## src/rtl/fetch_execute_sequencer.sv

```systemverilog
// Multi-cycle accumulator CPU sequencer: fetches 16-bit instructions from a
// synchronous-read memory and steps them through FETCH/CAPTURE/DECODE/EXECUTE.
module fetch_execute_sequencer (
    input  logic        clk,
    input  logic        reset,
    input  logic        run,
    output logic [15:0] mem_addr,
    output logic [15:0] mem_wdata,
    output logic        mem_we,
    input  logic [15:0] mem_rdata,
    output logic [3:0]  alu_op,
    output logic [15:0] alu_a,
    output logic [15:0] alu_b,
    input  logic [15:0] alu_result,
    output logic [15:0] acc,
    output logic [15:0] pc,
    output logic [15:0] ir,
    output logic [2:0]  state,
    output logic        halted,
    output logic        illegal
);

    typedef enum logic [2:0] {
        ST_IDLE    = 3'd0,
        ST_FETCH   = 3'd1,
        ST_CAPTURE = 3'd2,
        ST_DECODE  = 3'd3,
        ST_EXECUTE = 3'd4,
        ST_HALTED  = 3'd5
    } state_t;

    typedef enum logic [3:0] {
        OP_HALT  = 4'h0,
        OP_LOAD  = 4'h1,
        OP_STORE = 4'h2,
        OP_ADD   = 4'h3,
        OP_SUB   = 4'h4,
        OP_AND   = 4'h5,
        OP_OR    = 4'h6,
        OP_XOR   = 4'h7,
        OP_JMP   = 4'h8,
        OP_JZ    = 4'h9,
        OP_SHL   = 4'hA,
        OP_SHR   = 4'hB,
        OP_CLR   = 4'hC
    } opcode_t;

    localparam logic [3:0] ALU_ADD = 4'b0000;
    localparam logic [3:0] ALU_SUB = 4'b0001;
    localparam logic [3:0] ALU_AND = 4'b1000;
    localparam logic [3:0] ALU_OR  = 4'b1001;
    localparam logic [3:0] ALU_XOR = 4'b1010;
    localparam logic [3:0] ALU_SHL = 4'b0100;
    localparam logic [3:0] ALU_SHR = 4'b0101;

    state_t      state_q;
    logic [15:0] acc_q;
    logic [15:0] pc_q;
    logic [15:0] ir_q;
    logic        halted_q;
    logic        illegal_q;

    opcode_t     opcode;
    logic [15:0] operand;
    logic [15:0] pc_d;
    logic        mem_we_d;

    assign opcode  = opcode_t'(ir_q[15:12]);
    assign operand = {4'h0, ir_q[11:0]};
    assign pc_d    = pc_q + 16'd1;

    assign acc       = acc_q;
    assign pc        = pc_q;
    assign ir        = ir_q;
    assign state     = state_q;
    assign halted    = halted_q;
    assign illegal   = illegal_q;
    assign mem_wdata = acc_q;
    assign alu_a     = acc_q;
    assign alu_b     = mem_rdata;

    // Memory-operand opcodes that use the ALU in EXECUTE; everything else adds.
    function automatic logic [3:0] mem_alu_op(input opcode_t op);
        case (op)
            OP_SUB:  return ALU_SUB;
            OP_AND:  return ALU_AND;
            OP_OR:   return ALU_OR;
            OP_XOR:  return ALU_XOR;
            default: return ALU_ADD;
        endcase
    endfunction

    function automatic logic is_mem_read_op(input opcode_t op);
        return (op == OP_LOAD) || (op == OP_ADD) || (op == OP_SUB) ||
               (op == OP_AND)  || (op == OP_OR)  || (op == OP_XOR);
    endfunction

    always_comb begin
        // NOTE: every output gets a default first so no path leaves it unassigned (no latch).
        mem_addr = 16'h0000;
        mem_we_d = 1'b0;
        alu_op   = ALU_ADD;
        case (state_q)
            ST_FETCH: mem_addr = pc_q;
            ST_DECODE: begin
                if (is_mem_read_op(opcode)) begin
                    mem_addr = operand;
                end else if (opcode == OP_STORE) begin
                    mem_addr = operand;
                    mem_we_d = 1'b1;
                end else if (opcode == OP_SHL) begin
                    alu_op = ALU_SHL;
                end else if (opcode == OP_SHR) begin
                    alu_op = ALU_SHR;
                end
            end
            ST_EXECUTE: alu_op = mem_alu_op(opcode);
            default: ;
        endcase
    end

    // A reset arriving during a STORE decode must not let the write escape.
    assign mem_we = mem_we_d & ~reset;

    always_ff @(posedge clk) begin
        // NOTE: sequential state uses non-blocking assignments so every register sees pre-edge values.
        if (reset) begin
            state_q   <= ST_IDLE;
            acc_q     <= 16'h0000;
            pc_q      <= 16'h0000;
            ir_q      <= 16'h0000;
            halted_q  <= 1'b0;
            illegal_q <= 1'b0;
        end else begin
            case (state_q)
                ST_IDLE: begin
                    if (run) begin
                        state_q <= ST_FETCH;
                    end
                end
                ST_FETCH: state_q <= ST_CAPTURE;
                ST_CAPTURE: begin
                    ir_q    <= mem_rdata;
                    pc_q    <= pc_d;
                    state_q <= ST_DECODE;
                end
                ST_DECODE: begin
                    case (opcode)
                        OP_LOAD, OP_ADD, OP_SUB, OP_AND, OP_OR, OP_XOR: begin
                            state_q <= ST_EXECUTE;
                        end
                        OP_STORE: state_q <= ST_FETCH;
                        OP_JMP: begin
                            pc_q    <= operand;
                            state_q <= ST_FETCH;
                        end
                        OP_JZ: begin
                            if (acc_q == 16'h0000) begin
                                pc_q <= operand;
                            end
                            state_q <= ST_FETCH;
                        end
                        OP_SHL, OP_SHR: begin
                            acc_q   <= alu_result;
                            state_q <= ST_FETCH;
                        end
                        OP_CLR: begin
                            acc_q   <= 16'h0000;
                            state_q <= ST_FETCH;
                        end
                        OP_HALT: begin
                            halted_q <= 1'b1;
                            state_q  <= ST_HALTED;
                        end
                        default: begin
                            halted_q  <= 1'b1;
                            illegal_q <= 1'b1;
                            state_q   <= ST_HALTED;
                        end
                    endcase
                end
                ST_EXECUTE: begin
                    if (opcode == OP_LOAD) begin
                        acc_q <= mem_rdata;
                    end else begin
                        acc_q <= alu_result;
                    end
                    state_q <= ST_FETCH;
                end
                ST_HALTED: state_q <= ST_HALTED;
                default:   state_q <= ST_IDLE;
            endcase
        end
    end

endmodule

```

## config.mk

```make
export PLATFORM = sky130hd
export DESIGN_NAME = fetch_execute_sequencer
export DESIGN_NICKNAME = d
export VERILOG_FILES = /design/src/rtl/fetch_execute_sequencer.sv
export SDC_FILE = /design/constraint.sdc
export NUM_CORES = 1
export LEC_CHECK = 0
export ABC_AREA = 1
export CORE_ASPECT_RATIO = 2
export CORE_UTILIZATION = 31
export DETAILED_ROUTE_END_ITERATION = 8
export PLACE_DENSITY_LB_ADDON = 0.1
export SLEW_MARGIN = 5
export SYNTH_ARGS = -nofsm -noshare
export SYNTH_HDL_FRONTEND = slang
export SYNTH_SLANG_ARGS = --single-unit
```

## constraint.sdc

```tcl
create_clock -name clk -period 1.37 [get_ports clk]
set_clock_uncertainty 0.05 [all_clocks]
set_input_delay 0.274 -clock clk [delete_from_list [all_inputs] [get_ports clk]]
set_output_delay 0.274 -clock clk [all_outputs]
set_load 0.03 [all_outputs]
```

Yosys cells after proc, flatten, opt, wreduce, memory -nomap -nowiden

Cells that the tools add are included.

Input bits: 35
Flip-flop bits (word level): 53
Output and inout port bits: 122

Eq/ne operators: 21
Add/subtract/negate cells: 1
Reduce and logical (&&, ||, !) cells: 19
Muxes and demuxes: 21
Bitwise gates (word level): 4

Operators by type and width:

| cell                  | count |
|---|---|
| $pmux 16 s2           | 5 |
| $mux 16               | 2 |
| $mux 12               | 2 |
| $eq 4x4->1 const B    | 5 |
| $pmux 3 s6            | 1 |
| $add 16x1->16 const B | 1 |
| $eq 4x3->1 const B    | 4 |
| $logic_not 16->1      | 1 |
| $pmux 4 s4            | 1 |
| $mux 3                | 5 |
| $reduce_or 13->1      | 1 |
| $reduce_or 12->1      | 1 |
| $reduce_or 6->1       | 2 |
| $eq 4x2->1 const B    | 2 |
| $pmux 4 s2            | 1 |
| $eq 3x2->1 const B    | 2 |
| $eq 3x3->1 const B    | 2 |
| $pmux 3 s2            | 1 |
| $reduce_and 2->1      | 3 |
| $logic_or 1x1->1      | 5 |
| $eq 4x1->1 const B    | 1 |
| $logic_not 4->1       | 1 |
| $reduce_bool 2->1     | 2 |
| $eq 3x1->1 const B    | 1 |
| other kinds (10)      | 14 |

Longest topological paths before layout

Gate-level depths: netlist of run 1.

Depth after elaboration: 9
Depth in mapped cells: 11

Worst setup path after synthesis of run 1

No wires, ideal clock.

Kind: register to output
Start point: reg state_q[0], in the netlist state[0]
End point: out mem_we
Arrival: 2.026 ns
Path slack: -0.980 ns
Stages on the path, launching flop included: 6
Required time: 1.046 ns
Cell sequence: dfxtp_1 -> nand2_2 -> nor2_8 -> inv_4 -> buf_2 -> nor4_1

Word-level cells in the longest chain between the ends: 3

RTL lines:

| element                | line | source |
|---|---|---|
| start, declared        | 56   | `state_t state_q;` |
| start signal, assigned | 128  | `state_q <= ST_IDLE;` |
| start signal, assigned | 138  | `state_q <= ST_FETCH;` |
| start signal, assigned | 141  | `ST_FETCH: state_q <= ST_CAPTURE;` |
| $eq 3x2->1             | 103  | `case (state_q)` |
| $mux 1                 | 103  |  |
| $and 1x1->1            | 123  | `assign mem_we = mem_we_d & ~reset;` |
| end, declared          | 9    | `output logic mem_we,` |

No other way between the ends.

Worst setup path after layout of run 1

Start point: reg ir_q[12], in the netlist ir[12]
End point: out mem_addr[2]

Word-level cells in the longest chain between the ends: 8
Elaborated cells on any way between the ends: 15
Those cells by class: eq/ne: 7; mux: 3; reduce/logical: 5

RTL lines:

| element                                         | line | source |
|---|---|---|
| start, declared                                 | 59   | `logic [15:0] ir_q;` |
| start signal, assigned                          | 143  | `ir_q <= mem_rdata;` |
| $eq 4x1->1 / $eq 4x2->1 (equally long branches) | 94   | `return (op == OP_LOAD) \|\| (op == OP_ADD) \|\| (op == OP_SUB) \|\|` |
| $logic_or 1x1->1 (3 in series)                  | 94   |  |
| $logic_or 1x1->1 (2 in series)                  | 95   | `(op == OP_AND) \|\| (op == OP_OR) \|\| (op == OP_XOR);` |
| $mux 12 *                                       | 106  | `if (is_mem_read_op(opcode)) begin` |
| $pmux 16 s2 *                                   | 103  |  |
| end, declared                                   | 7    | `output logic [15:0] mem_addr,` |

Every way passes the cells marked *; elsewhere a longest branch is shown, timed or not.

==> results of run 1 <==
layout by cell type (no fill, tap or decap), types with 5 or more instances in the layout:
cell | Yosys | final
sky130_fd_sc_hd__nand2_1 | 71 | 56
sky130_fd_sc_hd__buf_6 | 2 | 47
sky130_fd_sc_hd__o21ai_4 | 0 | 7
sky130_fd_sc_hd__o21ai_0 | 62 | 29
sky130_fd_sc_hd__buf_4 | 48 | 169
sky130_fd_sc_hd__a21oi_2 | 6 | 17
sky130_fd_sc_hd__dfxtp_1 | 53 | 36
sky130_fd_sc_hd__buf_12 | 0 | 30
sky130_fd_sc_hd__inv_4 | 2 | 8
sky130_fd_sc_hd__a21oi_1 | 43 | 31
sky130_fd_sc_hd__nand2_2 | 5 | 11
sky130_fd_sc_hd__o22ai_4 | 0 | 5
sky130_fd_sc_hd__inv_1 | 57 | 46
sky130_fd_sc_hd__dfxtp_4 | 0 | 9
sky130_fd_sc_hd__clkbuf_16 | 0 | 5
sky130_fd_sc_hd__clkdlybuf4s50_1 | 0 | 32
sky130_fd_sc_hd__o21ai_1 | 3 | 15
sky130_fd_sc_hd__nor3_1 | 32 | 14
sky130_fd_sc_hd__nor2_2 | 5 | 7
sky130_fd_sc_hd__nand3_1 | 20 | 14
sky130_fd_sc_hd__nor3_2 | 0 | 14
sky130_fd_sc_hd__inv_2 | 4 | 7
sky130_fd_sc_hd__nand2_4 | 3 | 9
sky130_fd_sc_hd__o21ai_2 | 0 | 14
sky130_fd_sc_hd__nand2_8 | 1 | 5
sky130_fd_sc_hd__nand4_1 | 7 | 7
sky130_fd_sc_hd__nor2_4 | 1 | 23
sky130_fd_sc_hd__nor2_1 | 75 | 51
sky130_fd_sc_hd__dfxtp_2 | 0 | 8
registers in the layout, indices dropped and copies added, names as in the netlist:
register	flops
pc	16
state	3
ir	16
halted	1
acc	16
illegal	1
cell type report:
type	instances	area (um^2)	area share, %
clock buffers	7	133	1.87
inverters	63	282	3.97
repair buffers	287	2860	40.3
multi-input cells	355	2500	35.3
well taps	140	175	2.47
clock inverters	1	6.26	0.0882
repair inverters	2	27.5	0.388
flip-flops and latches	53	1100	15.6
cells by family after synthesis:
logic type | count (synthesis) | share of synthesized area, %
adder cells (fa/ha/maj) | 1 | 0.356
XOR/XNOR | 4 | 0.998
AND/OR/NAND/NOR | 225 | 29.3
flip-flops | 53 | 30.2
buffers and inverters | 132 | 20.3
AO/OA/AOI/OAI | 124 | 18.8
critical path, stage by stage (launching register included):
cell	delay, ps
sky130_fd_sc_hd__dfxtp_4	370
sky130_fd_sc_hd__nor2_4	100
sky130_fd_sc_hd__inv_2	60
sky130_fd_sc_hd__nor2_4	110
sky130_fd_sc_hd__nor2_4	40
sky130_fd_sc_hd__buf_12	140
sky130_fd_sc_hd__buf_12	130
sky130_fd_sc_hd__o21ai_4	130
sky130_fd_sc_hd__buf_6	150
repair_timing:
action | 4_1_cts | 5_1_grt
pin swaps | 31 | 29
cloned | 7 | 0
endpoints found under the setup margin | 76 | 72
resized for setup | 138 | 90
buffers inserted | 20 | 10
endpoints found under the hold margin | 0 | 0
layer usage:
metal | global-route usage, % | share of wire, % | up-vias
li1 | - | - | 2181
met1 | 22.5 | 32 | 2153
met2 | 49.8 | 59 | 170
met3 | 3.11 | 4.6 | 32
met4 | 12.8 | 3.8 | 0
met5 | 0 | 0 | -
power by group through the flow:
stage | clock network, mW | registers [mW] | logic (mW)
after floorplan | 0 | 2.30 | 1.50
after global placement | 0 | 1.90 | 3.20
after detailed placement | 0 | 1.91 | 3.22
after CTS | 1.30 | 1.89 | 3.92
after global routing | 1.36 | 1.92 | 4.40
final | 1.28 | 1.90 | 4.18
per-stage QoR:
stage          TNS, ps  setup slack (ps)  area, um^2  total power [mW]  std cells
6_report        -16840              -494        7090              7.36        908
5_1_grt         -20600              -545        7090              7.68        908
4_1_cts         -17420              -495        6760              7.10        904
3_5_place_dp    -13730              -497        5860              5.13        870
3_3_place_gp    -12830              -462        5860              5.10        870
2_1_floorplan    -7130              -290        3850              3.80        539
worst paths after layout:
kind | endpoint | slack, ps | depth (start not counted)
worst min-delay path | ir[5]$_SDFFE_PP0P_ | 430 | 2
worst max-delay path | mem_addr[2] | -490 | 8
worst min register to register | ir[5]$_SDFFE_PP0P_ | 430 | 2
worst max register to register | pc[9]$_SDFFE_PP0P_ | -290 | 11
Yosys cell counts (2+ instances only):
| master | instances |
|---|---|
| sky130_fd_sc_hd__nor2_1 | 75 |
| sky130_fd_sc_hd__nand2_1 | 71 |
| sky130_fd_sc_hd__o21ai_0 | 62 |
| sky130_fd_sc_hd__inv_1 | 57 |
| sky130_fd_sc_hd__dfxtp_1 | 53 |
| sky130_fd_sc_hd__buf_4 | 48 |
| sky130_fd_sc_hd__a21oi_1 | 43 |
| sky130_fd_sc_hd__nor3_1 | 32 |
| sky130_fd_sc_hd__nand3_1 | 20 |
| sky130_fd_sc_hd__clkbuf_1 | 12 |
| sky130_fd_sc_hd__nand4_1 | 7 |
| sky130_fd_sc_hd__a21oi_2 | 6 |
| sky130_fd_sc_hd__o22ai_1 | 6 |
| sky130_fd_sc_hd__buf_2 | 5 |
| sky130_fd_sc_hd__nand2_2 | 5 |
| sky130_fd_sc_hd__nor2_2 | 5 |
| sky130_fd_sc_hd__inv_2 | 4 |
| sky130_fd_sc_hd__xor2_1 | 4 |
| sky130_fd_sc_hd__nand2_4 | 3 |
| sky130_fd_sc_hd__o21ai_1 | 3 |
| sky130_fd_sc_hd__a31oi_1 | 2 |
| sky130_fd_sc_hd__buf_6 | 2 |
| sky130_fd_sc_hd__inv_4 | 2 |
| sky130_fd_sc_hd__nor4_1 | 2 |
==> metrics.txt, run 1 <==
post-synthesis sequential element count 53; post-route ant nets 0; fraction of power spent switching nets 41.8%; clock tree root buffer cell sky130_fd_sc_hd__clkbuf_16; required time of the critical path 1050 ps; DP Wirelength 10.4 mm; starting utilization of the core area 32.1%; Boundary Pins 157; routed via count divided by cell count 5.00; final RePlAce weighted congestion 0.858; largest vdd supply drop about 700 uV; worst relative slew slack between 70% and 80%; Final Slew Violations 0; Die ar. around 0.012 mm^2; top cells by area in the synthesized netlist sky130_fd_sc_hd__dfxtp_1, sky130_fd_sc_hd__buf_4, sky130_fd_sc_hd__o21ai_0; diodes inserted 0; Layout area overhead 102%; final number of hold-violating endpoints 0; Setup CP Type reg2out; Total Routed Length 14.8 mm; worst setup path start ir[12]$_SDFFE_PP0P_; Setup WS post-layout -494 ps; Worst Hold Slack 429 ps; count of TritonRoute iterations in the first routing pass 4; number of global-route vias before repair 4,535; Die H between 150 and 200 um; Filler cells 928; clock net sink count between 50 and 60; worst-case clock buffer depth 2; Sequential Power Share 25.8%; Min-Delay Path Class reg2reg; wire length per cell between 15 and 20 um; clock-pin transition on the worst setup and hold timing paths 70 ps; area share of the largest cell type after synthesis 30.2%; TritonCTS clock tree built; post-route core utilization between 60% and 70%; Floorplan Core Area about 0.011 mm^2; highest net fanout along the worst path 6; Gate Count Post-Synth around 540; DRC violation count after routing 0; pin count of the biggest net entering global routing 40; final critical-path share of the clock period 136%; area leader, netlist sky130_fd_sc_hd__dfxtp_1; synthesized area per cell around 6.5 um^2; endpoint arrival time on the critical path about 1500 ps; Setup-failing EPs final 56; Worst setup SP type register; number of nets in the synthesized netlist 575; outcome finished with violations; violations in the final reports setup timing; fraction of power consumed by the clock network 17.4%; Net Sw Power between 3 and 4 mW; sort of element at the end of the critical path output pin; Tightest Pin Transition 341 ps; area of the mapped netlist 0.00351 mm^2; sequential share of the synthesized area between 30 and 40%; number of different library cells in the post-synthesis netlist 34; LEAKAGE between 3 and 4 nW; total of warnings raised by yosys 0; unrepaired setup endpoints after global routing yes; Pwr per Cell Area 1040 mW/mm^2; global route overflow 0; H-tree lvl count 2; initial antenna violation count 0; clock insertion delay at the later pin of the skew report 290 ps; overall fraction of global-route tracks in use roughly a quarter; Min Clock Period, post-route 1860 ps; CTS Hold Bufs 0; initial DRC count 162; post-synthesis async set-or-reset flop share 0%; hold path startpoint ir[5]$_SDFFE_PP0P_; part of the total power dissipated in combinational logic a little under three fifths; overall die width roughly 77 um; Inserted Clock Buffers 5; maximum capacitance violations 0; number of vias after detailed routing approximately 4.5k; startpoint of the lowest-slack register-to-register path ir[15]$_SDFFE_PP0P_; cell-internal power 4.28 mW; layout cell share with drive strength beyond 1 a little over half; predominant post-synthesis flop cell sky130_fd_sc_hd__dfxtp_1; first-pass GRT wire length 22.7 mm; maximum frequency from static timing analysis 537 MHz; net total in the final layout 803; total of buffers placed on input and output ports 156; placement row count between 50 and 60; Post-synth EDFFs 0
(Power assumes the default switching activity.)
==> run 2: changes to the inputs <==
--- a/config.mk
+++ b/config.mk
@@ -9,6 +9,7 @@
 export CORE_ASPECT_RATIO = 2
 export CORE_UTILIZATION = 31
 export DETAILED_ROUTE_END_ITERATION = 8
+export DONT_BUFFER_PORTS = 1
 export PLACE_DENSITY_LB_ADDON = 0.1
 export SLEW_MARGIN = 5
 export SYNTH_ARGS = -nofsm -noshare
==> run 2 against run 1 <==
Effect of this change:
- the flow still finishes with violations (setup timing)
- combinational power shrank 24%
- die area is the same
- total power shrank 11%
- clock power grew 15%
- flip-flop and latch count is the same
- highest routed layer unchanged
- fmax grew 2.2%
- via count shrank 13%
- sequential power is essentially flat
- largest power group unchanged
- critical path depth is the same
==> metrics.txt, run 2 (synthesis results as in run 1) <==
outcome finished with violations; violations in the final reports setup timing; first-pass GRT wire length 20.6 mm (-9.2%); cell area reported after detailed placement 0.00469 mm^2 (-20%); placement row count 54 (unchanged); Layout Cells excl Fill 785 (-14%); Die ar. 0.0118 mm^2 (unchanged); global route overflow 0 (unchanged); maximum capacitance violations 0 (unchanged); Floorplan Core Area 0.0109 mm^2 (unchanged); Inserted Clock Buffers 5 (unchanged); final number of hold-violating endpoints 0 (unchanged); cell-internal power 3.82 mW (-11%); number of vias after detailed routing 3,958 (-13%); DRC violation count after routing 0 (unchanged); Min-Delay Path Class in2reg; most frequent cells in the layout sky130_fd_sc_hd__buf_4, sky130_fd_sc_hd__nand2_1, sky130_fd_sc_hd__nor2_1; starting utilization of the core area 32.1% (unchanged); fraction of power spent switching nets 41.8% (about the same); Worst setup SP type register; Sequential Power Share 29.1% (+3.3 points); overall die width 77.3 um (unchanged); cell area after layout 0.00551 mm^2 (-22%); wire length per cell 17.4 um (+6.6%); routed via count divided by cell count 5.04 (+0.93%); sort of element at the end of the critical path output pin; Net Sw Power 2.75 mW (-11%); count of TritonRoute iterations in the first routing pass 7 (+3); number of global-route vias before repair 3,940 (-13%); overall fraction of global-route tracks in use 23.0% (-1.5 points); clock-pin transition on the worst setup and hold timing paths 70 ps (about the same); post-route ant nets 0 (unchanged); total of buffers placed on input and output ports 0 (-100%); Final Slew Violations 0 (unchanged); maximum frequency from static timing analysis 548 MHz (+2.2%); final sum of negative setup slack -20,660 ps (-3810 ps); final critical-path share of the clock period 133% (-2.9 points); layout cell share with drive strength beyond 1 47.0% (-8.0 points); Min Clock Period, post-route 1820 ps (-39.5 ps); Setup-failing EPs final 55 (-1.8%); initial antenna violation count 0 (unchanged); diodes inserted 0 (unchanged); worst-case clock buffer depth 2 (unchanged); net total in the final layout 680 (-15%); final RePlAce weighted congestion 0.857 (about the same); clock insertion delay at the later pin of the skew report 300 ps (about the same); Total Routed Length 13.7 mm (-7.8%); Worst Hold Slack 96.6 ps (-332 ps); most common library cell in the layout ignoring fill and taps sky130_fd_sc_hd__buf_4; DP Wirelength 10.4 mm (-0.40%); Tightest Pin Transition 674 ps (+334 ps); largest vdd supply drop 582 uV (-19%); clock net sink count 53 (unchanged); pin count of the biggest net entering global routing 32 (-20%); initial DRC count 126 (-22%); Die H 153 um (unchanged); Layout area overhead 56.8%; part of the total power dissipated in combinational logic 48.6% (-8.2 points); Setup CP Type reg2out; unrepaired setup endpoints after global routing yes; H-tree lvl count 2 (unchanged); endpoint arrival time on the critical path 1500 ps (-40 ps); Pwr per Cell Area 1190 mW/mm^2 (+15%); clock tree root buffer cell sky130_fd_sc_hd__clkbuf_16; worst relative slew slack 54.9% (-22 points); Boundary Pins 157 (unchanged); fraction of power consumed by the clock network 22.3% (+4.9 points); LEAKAGE 2.30 nW (-25%); required time of the critical path 1050 ps (about the same); post-placement cell count 748 (-14%); highest net fanout along the worst path 15 (+9); Setup WS post-layout -454 ps (+39.5 ps); TritonCTS clock tree built
## run 2: cell count changes in the layout (fill, tap and decap cells not counted), sizes merged
cell	change
buf	-86
clkdlybuf4s50	-32
clkbuf	-2
clkdlybuf4s15	-2
dlygate4sd2	-2
bufinv	+1
dlygate4sd3	+1
inv	-1
## run 2: power by group through the flow
stage / clock network (mW) / logic (mW) / registers [mW]
finish: 1.47 / 3.19 / 1.91
global route: 1.57 / 3.38 / 1.94
CTS: 1.51 / 3.08 / 1.91
detailed placement: 0 / 2.67 / 1.93
global placement: 0 / 2.66 / 1.93
floorplan: 0 / 1.50 / 2.30
## run 2: per-stage QoR
step | utilization, % | power (mW) | setup WS [ps]
after floorplan | - | 3.80 | -290
after global placement | 42.9 | 4.58 | -281
after detailed placement | 42.9 | 4.60 | -268
after CTS | 49.2 | 6.50 | -449
after global routing | 50.3 | 6.89 | -517
final | 50.3 | 6.57 | -454
## run 2: final timing paths
kind,start,endpoint,slack [ps],cells past startpoint
worst max-delay path,state[2]$_SDFFE_PP0P_,mem_addr[5],-450,8
worst min-delay path,mem_rdata[0],ir[0]$_SDFFE_PP0P_,100,2
worst max register to register,state[2]$_SDFFE_PP0P_,pc[10]$_SDFFE_PP0P_,-420,13
worst min register to register,ir[6]$_SDFFE_PP0P_,ir[6]$_SDFFE_PP0P_,440,2
## run 2: per-layer routing
layer | global-route usage [%] | wire [um]
met5 | 0 | 0
met4 | 12.9 | 660
met3 | 3.23 | 588
met2 | 46.5 | 7920
met1 | 20.8 | 4480
## run 2: cell type report
class	instances	area [um^2]
multi-input combinational	355	2290
timing repair buffer	165	1490
clock buffer	6	129
timing repair inverter	1	11.3
fill	1109	5440
sequential	53	1100
inverter	63	274
tap	140	175
clock inverter	2	33.8
## run 2: timing repair
item,4_1_cts,5_1_grt
gates resized for setup,98,26
pin swaps,18,10
endpoints found under the setup margin,63,69
hold endpoints to repair,12,0
hold buffers,1,0
gates cloned,3,0
setup buffers,20,5
## run 2: worst max-delay path, stage by stage (launching register included)
cell	delay (ps)
sky130_fd_sc_hd__dfxtp_4	360
sky130_fd_sc_hd__inv_4	80
sky130_fd_sc_hd__nand2_8	70
sky130_fd_sc_hd__nor2_8	120
sky130_fd_sc_hd__inv_8	80
sky130_fd_sc_hd__nor2_4	90
sky130_fd_sc_hd__inv_2	60
sky130_fd_sc_hd__o22ai_4	170
sky130_fd_sc_hd__buf_12	150
==> run 3: changes to the inputs <==
--- a/config.mk
+++ b/config.mk
@@ -10,6 +10,7 @@
 export CORE_UTILIZATION = 31
 export DETAILED_ROUTE_END_ITERATION = 8
 export DONT_BUFFER_PORTS = 1
+export GPL_TIMING_DRIVEN = 0
 export PLACE_DENSITY_LB_ADDON = 0.1
 export SLEW_MARGIN = 5
 export SYNTH_ARGS = -nofsm -noshare
==> run 3 against run 2 <==
Effect of this change:
- the run still ends with setup timing left
- wire length grew 0.55%
- via count shrank 3.5%
- sequential share of layout area grew 1.5 points
- largest power group unchanged
==> metrics.txt, run 3 (synthesis results as in run 1) <==
clock insertion delay at the later pin of the skew report 300 ps (about the same); count of TritonRoute iterations in the first routing pass 5 (-2); worst-case clock buffer depth 2 (unchanged); Inserted Clock Buffers 5 (unchanged); Min Clock Period, post-route 1970 ps (+149 ps); routed via count divided by cell count 5.20 (+3.1%); clock net sink count 53 (unchanged); required time of the critical path 1050 ps (about the same); hold path startpoint mem_rdata[0]; Worst setup SP type register; cell area after layout 0.00523 mm^2 (-5.1%); sort of element at the end of the critical path output pin; unrepaired setup endpoints after global routing yes; placement row count 54 (unchanged); outcome finished with violations; post-route ant nets 0 (unchanged); starting utilization of the core area 32.1% (unchanged); Die H 153 um (unchanged); Tightest Pin Transition 688 ps (+13.8 ps); worst setup path start state[0]$_SDFFE_PP0P_; Pwr per Cell Area 1250 mW/mm^2 (+4.6%); Floorplan Core Area 0.0109 mm^2 (unchanged); overall die width 77.3 um (unchanged); Setup WS post-layout -603 ps (-149 ps); Net Sw Power 2.82 mW (+2.6%); violations in the final reports setup timing; Layout area overhead 48.8%; worst setup path endpoint alu_op[0]; cell area reported after detailed placement 0.00402 mm^2 (-14%); DP Wirelength 10.2 mm (-2.1%); Final Slew Violations 0 (unchanged); clock tree root buffer cell sky130_fd_sc_hd__clkbuf_16; H-tree lvl count 2 (unchanged); met2 WL post-DR 7.91 mm (-0.20%); Total Routed Length 13.7 mm (+0.55%); number of global-route vias before repair 3,841 (-2.5%); number of vias after detailed routing 3,819 (-3.5%); worst reg2reg setup slack -490 ps (-70 ps); wire length per cell 18.7 um (+7.4%); diodes inserted 0 (unchanged); top sig layer met4; final number of hold-violating endpoints 0 (unchanged); Setup CP Type reg2out; most frequent cells in the layout sky130_fd_sc_hd__buf_4, sky130_fd_sc_hd__nand2_1, sky130_fd_sc_hd__nor2_1; reg-to-reg critical path endpoint pc[3]$_SDFFE_PP0P_; worst setup slack after placement -579 ps (-311 ps); LEAKAGE 2.06 nW (-10%); final sum of negative setup slack -23,630 ps (-2980 ps); final RePlAce weighted congestion 0.853 (-0.46%); Min-Delay Path Class in2reg; fraction of power spent switching nets 43.2% (+1.4 points); initial DRC count 120 (-4.8%); net total in the final layout 630 (-7.4%); maximum capacitance violations 0 (unchanged); pin count of the biggest net entering global routing 16 (-50%); first-pass GRT wire length 20.6 mm (unchanged); Boundary Pins 157 (unchanged); maximum frequency from static timing analysis 507 MHz (-7.5%); depth of the most critical reg-to-reg path 13 (unchanged); global route overflow 0 (unchanged); Die ar. 0.0118 mm^2 (unchanged); total of buffers placed on input and output ports 0 (unchanged); routed metal-1 wirelength 4.42 mm (-1.4%); most common library cell in the layout ignoring fill and taps sky130_fd_sc_hd__buf_4; startpoint of the lowest-slack register-to-register path state[0]$_SDFFE_PP0P_; DRC violation count after routing 0 (unchanged); worst relative slew slack 54.1% (-0.77 points); met3 wire len 782 um (+33%); library cell contributing the largest single delay on the critical path sky130_fd_sc_hd__dfxtp_4; Setup-failing EPs final 62 (+13%); largest vdd supply drop 824 uV (+42%); Worst Hold Slack 90.2 ps (-6.38 ps); layout cell share with drive strength beyond 1 45.2% (-1.8 points); part of the total power dissipated in combinational logic 40.9% (-7.7 points); cell-by-cell trace of the critical path nand2_8 -> nor2_8 -> inv_8 -> buf_12 -> nor2_4 -> nand2_2 -> o21ai_4; cell-internal power 3.71 mW (-3.1%); Crit path largest cell delay 470 ps (+110 ps); Layout Cells excl Fill 735 (-6.4%); fraction of power consumed by the clock network 22.2% (about the same); Sequential Power Share 36.9% (+7.8 points); endpoint arrival time on the critical path 1650 ps (+150 ps); highest net fanout along the worst path 7 (-8); clock-pin transition on the worst setup and hold timing paths 80 ps (about the same); TritonCTS clock tree built; post-placement cell count 679 (-9.2%); initial antenna violation count 0 (unchanged); final critical-path share of the clock period 144% (+11 points); overall fraction of global-route tracks in use 22.8% (-0.26 points)
run 3: final cells by class:
class	instances	area (um^2)
fill	1097	5720
buffer	69	558
sequential	53	1130
clock buffer	8	168
multi-input combinational	354	2390
tap	140	175
timing repair buffer	48	519
inverter	63	289
run 3: power groups by stage:
stage	registers [mW]	logic [mW]	clock network, mW
after floorplan	2.30	1.50	0
after global placement	2.39	1.81	0
after detailed placement	2.39	1.82	0
after CTS	2.40	2.54	1.49
after global routing	2.44	2.87	1.54
final	2.41	2.67	1.45
run 3: worst min-delay path by stage:
| stage | depth (start not counted) | endpoint |
|---|---|---|
| after floorplan | 1 | pc[8]$_SDFFE_PP0P_ |
| after global placement | 1 | pc[8]$_SDFFE_PP0P_ |
| after detailed placement | 1 | pc[8]$_SDFFE_PP0P_ |
| after CTS | 2 | ir[0]$_SDFFE_PP0P_ |
| after global routing | 2 | ir[0]$_SDFFE_PP0P_ |
| final | 2 | ir[0]$_SDFFE_PP0P_ |
run 3: layer usage:
layer,track usage (%),up-vias
met5,0,-
met4,11.2,0
met3,4.19,37
met2,46.1,162
met1,20.5,1785
li1,-,1835
run 3: per-stage QoR:
| step | total power, mW | util [%] |
|---|---|---|
| after global routing | 6.85 | 47.7 |
| after CTS | 6.43 | 45.3 |
| after global placement | 4.20 | 36.7 |
| final | 6.52 | 47.7 |
| after floorplan | 3.80 | - |
| after detailed placement | 4.21 | 36.7 |
run 3: critical path: cells and delay by family, from the launching register on:
kind	cells	cell delay [ps]
compound gates	1	120
buf+inv	2	200
flops	1	470
simple gates	4	560
run 3: repair_timing:
action / in CTS / in global routing
hold buffers: 1 / 0
cloned: 2 / 2
gates resized for setup: 119 / 63
pin swaps: 25 / 30
setup endpoints to repair: 106 / 72
endpoints found under the hold margin: 2 / 0
setup buffers: 34 / 10
